===== src/rtl/reg_file_sb.sv =====
// reg_file_sb: multi-read register file with a per-register busy scoreboard.
//
// Ports:
//   clk, rst             clock, asynchronous active-high reset
//   wr_en/wr_addr/wr_data  writeback port (stores data, clears busy)
//   rd0_addr/rd0_data/rd0_busy  read port 0 (combinational data + busy)
//   rd1_addr/rd1_data/rd1_busy  read port 1 (combinational data + busy)
//   iss_en/iss_addr/iss_stall  destination reservation; stall when already busy
//   busy_vec             full scoreboard, bit i = register i busy
//   flush                synchronous clear of all busy bits (data untouched)
//
// Optional feature: define REG_FILE_SB_WR_BYPASS_EN for write-through
// forwarding onto the read ports and a same-cycle writeback release for issue.
module reg_file_sb #(
  parameter int unsigned WIDTH = 21,
  parameter int unsigned DEPTH = 8,
  localparam int unsigned AW = $clog2(DEPTH)
) (
  input  logic             clk,
  input  logic             rst,
  input  logic             wr_en,
  input  logic [AW-1:0]    wr_addr,
  input  logic [WIDTH-1:0] wr_data,
  input  logic [AW-1:0]    rd0_addr,
  output logic [WIDTH-1:0] rd0_data,
  output logic             rd0_busy,
  input  logic [AW-1:0]    rd1_addr,
  output logic [WIDTH-1:0] rd1_data,
  output logic             rd1_busy,
  input  logic             iss_en,
  input  logic [AW-1:0]    iss_addr,
  output logic             iss_stall,
  output logic [DEPTH-1:0] busy_vec,
  input  logic             flush
);

  logic [WIDTH-1:0] regs_q [DEPTH];
  logic [DEPTH-1:0] busy_q;
  logic [DEPTH-1:0] busy_d;
  logic             iss_busy;
  logic             iss_acc;

  // Busy bit seen by the issue check; a same-cycle writeback may release it.
`ifdef REG_FILE_SB_WR_BYPASS_EN
  assign iss_busy = busy_q[iss_addr] & ~(wr_en & (wr_addr == iss_addr));
`else
  assign iss_busy = busy_q[iss_addr];
`endif

  assign iss_stall = iss_en & iss_busy;
  assign iss_acc   = iss_en & ~iss_busy;
  assign busy_vec  = busy_q;

  // Scoreboard next state, lowest to highest priority: clear, set, flush.
  always_comb begin
    busy_d = busy_q;
    if (wr_en) begin
      busy_d[wr_addr] = 1'b0;
    end
    if (iss_acc) begin
      busy_d[iss_addr] = 1'b1;
    end
    if (flush) begin
      busy_d = '0;
    end
  end

  // Scoreboard state.
  always_ff @(posedge clk or posedge rst) begin
    if (rst) begin
      busy_q <= '0;
    end else begin
      busy_q <= busy_d;
    end
  end

  // Register storage; flush never touches contents.
  always_ff @(posedge clk or posedge rst) begin
    if (rst) begin
      for (int i = 0; i < int'(DEPTH); i++) begin
        regs_q[i] <= '0;
      end
    end else if (wr_en) begin
      regs_q[wr_addr] <= wr_data;
    end
  end

  // Read ports: plain muxes, optionally forwarding the in-flight writeback.
`ifdef REG_FILE_SB_WR_BYPASS_EN
  logic rd0_fwd;
  logic rd1_fwd;
  assign rd0_fwd  = wr_en & (rd0_addr == wr_addr);
  assign rd1_fwd  = wr_en & (rd1_addr == wr_addr);
  assign rd0_data = rd0_fwd ? wr_data : regs_q[rd0_addr];
  assign rd1_data = rd1_fwd ? wr_data : regs_q[rd1_addr];
  assign rd0_busy = busy_q[rd0_addr] & ~rd0_fwd;
  assign rd1_busy = busy_q[rd1_addr] & ~rd1_fwd;
`else
  assign rd0_data = regs_q[rd0_addr];
  assign rd1_data = regs_q[rd1_addr];
  assign rd0_busy = busy_q[rd0_addr];
  assign rd1_busy = busy_q[rd1_addr];
`endif

endmodule


===== config.mk =====
export PLATFORM = sky130hd
export DESIGN_NAME = reg_file_sb
export DESIGN_NICKNAME = d
export VERILOG_FILES = /design/src/rtl/reg_file_sb.sv
export SDC_FILE = /design/constraint.sdc
export NUM_CORES = 1
export LEC_CHECK = 0
export CAP_MARGIN = 40
export CORE_UTILIZATION = 40
export DETAILED_ROUTE_END_ITERATION = 16
export PLACE_DENSITY_LB_ADDON = 0.2
export RECOVER_POWER = 100
export SLEW_MARGIN = 10
export SYNTH_ARGS = -nofsm -noshare
export SYNTH_HDL_FRONTEND = slang
export SYNTH_SLANG_ARGS = --single-unit

===== constraint.sdc =====
create_clock -name clk -period 7.3 [get_ports clk]
set_input_delay 1.095 -clock clk [delete_from_list [all_inputs] [get_ports clk]]
set_output_delay 1.095 -clock clk [all_outputs]
set_load 0.02 [all_outputs]

Word-level counts from Yosys, hierarchy flattened
Index checks and enable logic that the tools add are counted.
{"block": "op_classes", "n_lt_le_gt_ge": 10, "mux": 22, "n_bitwise": 9, "n_reduce_logical": 3}
{"cell": "168-bit bitwise mux", "n": 1}
{"cell": "21-bit binary-select mux with 3-bit select", "n": 2}
{"cell": "21-bit 2-to-1 mux", "n": 5}
{"cell": "21-bit demux with 3-bit select", "n": 1}
{"cell": "8-bit 2-to-1 mux", "n": 3}
{"cell": "3-bit by 4-bit less-than comparator with 1-bit output, second input constant", "n": 4}
{"cell": "4-bit >= comparator, second input constant", "n": 3}
{"cell": "3-bit inverter with 4-bit output", "n": 3}
{"cell": "1-bit binary-select mux with 3-bit select", "n": 3}
{"cell": "8-bit AND", "n": 1}
{"cell": "8-bit inverter", "n": 1}
{"cell": "8-bit bitwise OR", "n": 1}
{"cell": "1-bit demux with 3-bit select", "n": 2}
{"cell": "3-bit by 1-bit >= comparator with 1-bit output, second input constant", "n": 2}
{"cell": "1-bit 2-to-1 mux", "n": 5}
{"cell": "4-bit by 1-bit less-than comparator with 1-bit output, second input constant", "n": 1}
{"cell": "1-bit logical AND", "n": 3}
{"cell": "1-bit AND", "n": 2}
{"cell": "1-bit inverter", "n": 1}
{"block": "totals", "reg_bits": 176, "inputBits": 38, "out_inout_bits": 53, "wordCells": 53}

Logic depth before layout (Yosys ltp)
{"block": "depth", "depth_word": 10, "ltp_mapped": 6, "depth_no_buf": 4}

Least setup slack after synthesis
No wires, ideal clock.
{"block": "synth_path", "path_kind": "input to output", "from": "in rd0_addr[0]", "to": "out rd0_data[10]", "t_arrival_ps": 2381, "required_ps": 6205, "setup_slack_ps": 3824, "stages": 5, "path_buffers": 3, "path_cell_list": "buf_4 -> buf_2 -> buf_2 -> mux4_2 -> mux2_2"}
{"block": "synth_via", "elab_chain_cells": 4}
{"item": "start, declared", "line_no": "24", "text": "input logic [AW-1:0] rd0_addr,"}
{"item": "3-bit inverter with 4-bit output (not written as such)", "line_no": "99", "text": "assign rd0_data = regs_q[rd0_addr];"}
{"item": "21-bit binary-select mux with 3-bit select", "line_no": "99"}
{"item": "21-bit 2-to-1 mux (not written as such) (2 in a row)", "line_no": "99"}
{"item": "end, declared", "line_no": "25", "text": "output logic [WIDTH-1:0] rd0_data,"}
Every way passes these cells. The select of a mux whose other input is x is not followed.

Worst setup path in the final report
{"block": "layout_path", "from": "in rd0_addr[1]", "to": "out rd0_data[7]"}
Same word-level chain as after synthesis.

==> summary by stage <==
Route
After detailed routing, the number of remaining DRC violations is 0. The routed design has ~23 mm of wire. The via count normalized by instance count is ~5.7. The number of nets still failing antenna checks after routing is 0. The final routed wire length divided by cell count is 23.17 µm.

The first detailed-routing pass ran for 4 iterations. The first routing iteration left roughly 170 violations. The total via count in the routed design is 5575.

Placement
The number of port buffers is 90. The HPWL after detailed placement is around 14 mm. Timing analysis after detailed placement gives a worst setup slack of 2508 ps.

The final weighted congestion in routability-driven placement is approximately 0.78. After detailed placement, the design holds a cell count of ~940. The cell area reported after detailed placement is ~0.011 mm².

Logic synthesis
sky130_fd_sc_hd__mux2_2 is the most common cell in the netlist. The synthesis-stage register bit count is approximately 180. The share of async-settable or async-resettable flops after synthesis is 1.000. Counting every net in the synthesized netlist gives 600.

During synthesis, Yosys emitted a total of 0 warnings. In the synthesized netlist, the cells that appear most often are sky130_fd_sc_hd__mux2_2 (210), sky130_fd_sc_hd__dfrtp_1 (176), sky130_fd_sc_hd__mux4_2 (88). The most used flip-flop cell after synthesis is sky130_fd_sc_hd__dfrtp_1.

The synthesized netlist occupies a cell area of ~0.0094 mm². Of the post-synthesis cell area, the dominant cell type holds 0.4701. The count of mapped cells out of synthesis is between 500 and 600.

The cell type with the largest total area after synthesis is sky130_fd_sc_hd__dfrtp_1. The sequential share of the synthesized area is 0.4701. The number of synthesized flops with an enable pin is 0. Sorting the synthesized cells by area gives the leading types as sky130_fd_sc_hd__dfrtp_1 (47%), sky130_fd_sc_hd__mux2_2 (25%), sky130_fd_sc_hd__mux4_2 (21%). After synthesis, the mean cell area works out to 16.67 µm². Yosys mapped the design onto 29 distinct sky130hd cell types.

Global routing
In the global route stage, overall resource usage came out at 0.2053. The global-route wire length before repair is around 37 mm. The initial antenna violation count was 0. The pin count of the biggest net entering global routing is 90. Summed over all layers, the global routing overflow is 0. The via count of the first global-routing pass is between 6000 and 7000.

Floorplanning
The core region area is 0.02278 mm². 91 I/O pins were placed. The die is roughly 160 µm tall. The floorplan has 55 rows. The initial utilization of the core area, before any placement, comes to 0.4113. The floorplan step defined a die boundary enclosing 0.02404 mm². The die width is between 150 and 200 µm.

CTS
CTS saw approximately 180 sinks. Hold repair after CTS inserted 0 buffers. The post-CTS clock slew at the launch and capture registers of the worst setup and hold paths is roughly 60 ps.

The CTS buffer count is 17. After clock tree synthesis, the repair step resized 0 gates. The maximum root-to-sink buffer count is 2.

After clock tree synthesis, the setup repair step added 0 buffers. Clock latency on the worst-skew pair, taken at its later pin, is about 440 ps. CTS built an H-tree with a depth of 4. The clock root buffer is sky130_fd_sc_hd__clkbuf_16. TritonCTS built the clock tree.

STA
Between clock sinks in the finished design, the worst skew comes to about 1.2 ps. The total negative setup slack is 0 ps. The final worst setup slack is about 1700 ps. Setup repair after global routing left no endpoint under its margin. Timing would allow up to between 150 and 200 MHz. For the pin with the worst max-slew slack, the measured transition is just under 2000 ps. In the finished design, the share of the clock period the worst path needs comes to 0.7720. The number of endpoints with negative hold slack in the final report is 0. In this run the tightest slew margin relative to its limit is -0.2929. Setup violations remaining at the end of the flow were counted as 0. The minimum clock period is around 5600 ps. The final max-slew violation count is between 200 and 250.

Power and ir drop
The analysis attributes to cell leakage a power of 0.004449 µW. Power comes to about 3100 µW. The worst supply voltage drop on vdd is 0.1478 mV. For this design the ratio of total power to cell area is 277.7 mW/mm².

Setup path
The startpoint class of the critical path is an input port. Along the worst path, the maximum fanout reaches 25. The start-to-end type of the worst setup path is in -> out. For the worst setup path, the data arrival time is about 4500 ps. The worst setup path is captured at an output port. The required time of the critical path is 6200 ps.

Run
The max-capacitance violation count is 10.

Cells and area
The antenna diode count is 0. In the final design database the tool counted just under 700 nets. After routing the design area is around 0.011 mm². After the flow finishes, the layout carries non-filler instances totaling slightly below 1000. In the final layout, the share of cells above drive strength 1 is 0.5234. The post-synthesis to final-layout area growth is 19.06%.

Status
The flow ran to the end, but the final reports show violations. The checks that failed: max-capacitance violations, max-slew violations.

Min path
The worst hold path belongs to the class reg -> reg.
layout by cell type, fill, tap and decap left out, drive strengths merged, types with 4 or more instances in the layout:
| cell type | instances |
|---|---|
| mux2 | 213 |
| dfrtp | 176 |
| mux4 | 88 |
| dlygate4sd3 | 50 |
| clkdlybuf4s50 | 36 |
| clkbuf | 30 |
| buf | 11 |
| clkinv | 8 |
| nand2b | 7 |
| nand3b | 5 |
| o31ai | 4 |
| o32ai | 4 |
worst max-delay path, cell delays in order:
cell and delay [ps]:
sky130_fd_sc_hd__clkbuf_1 1350, sky130_fd_sc_hd__buf_4 550, sky130_fd_sc_hd__mux4_2 560, sky130_fd_sc_hd__mux2_2 300, sky130_fd_sc_hd__dlygate4sd3_1 660
state kept, by name, indices dropped and copies added (netlist names):
signal and flops:
regs_q 168, busy_vec 8
cell type report:
class | instances | area (µm²)
inverters | 2 | 8.758
flip-flops and latches | 176 | 4404
repair buffers | 109 | 1059
well taps | 313 | 391.6
multi-input cells | 342 | 4693
fillers | 1938 | 11620
clock inverters | 14 | 158.9
clock buffers | 18 | 439.2
where the power goes:
group / switching, µW / internal, µW / leakage (µW)
sequential: 148 / 1180 / 0.00213
combinational: 327 / 517 / 0.00204
clock: 405 / 518 / 0.000287
total: 879 / 2220 / 0.00445
path summary, 6_finish.rpt:
check                             from          end  slack, ps  depth (start not counted)
min in group asynchronous          rst  regs_q[122]       1090                          2
hold / removal              regs_q[81]   regs_q[81]        520                          1
setup / recovery           rd0_addr[1]  rd0_data[7]       1660                          5
hold reg to reg             regs_q[81]   regs_q[81]        520                          1
max in group asynchronous          rst  regs_q[135]       3740                          4
setup reg to reg           busy_vec[0]  busy_vec[4]       5710                          3
metal layers:
layer  vias to the layer above  global-route usage  routed length (µm)
li1                       2385                   -                   -
met1                      3045              0.2674                9861
met2                       127              0.3481               11560
met3                        18             0.03983                 869
met4                         0             0.06129                 282
met5                         -                   0                   0
stage by stage:
stage | hold slack [ps] | utilization
after detailed placement | 504.1 | 0.4668
after global placement | 483.1 | 0.4623
after CTS | 518.5 | 0.4931
after global routing | 537.7 | 0.4897
final | 516.2 | 0.4897
after floorplan | 471.2 | -
kinds of logic (layout without fill, tap and decap cells):
| family | Yosys count | in the layout | share of synthesized area |
|---|---|---|---|
| AO/OA/AOI/OAI | 10 | 10 | 0.01015 |
| buffers and inverters | 44 | 143 | 0.02778 |
| flip-flops | 176 | 176 | 0.4701 |
| multiplexers | 304 | 304 | 0.4712 |
| AND/OR/NAND/NOR | 28 | 28 | 0.02083 |
(Power assumes the default switching activity.)
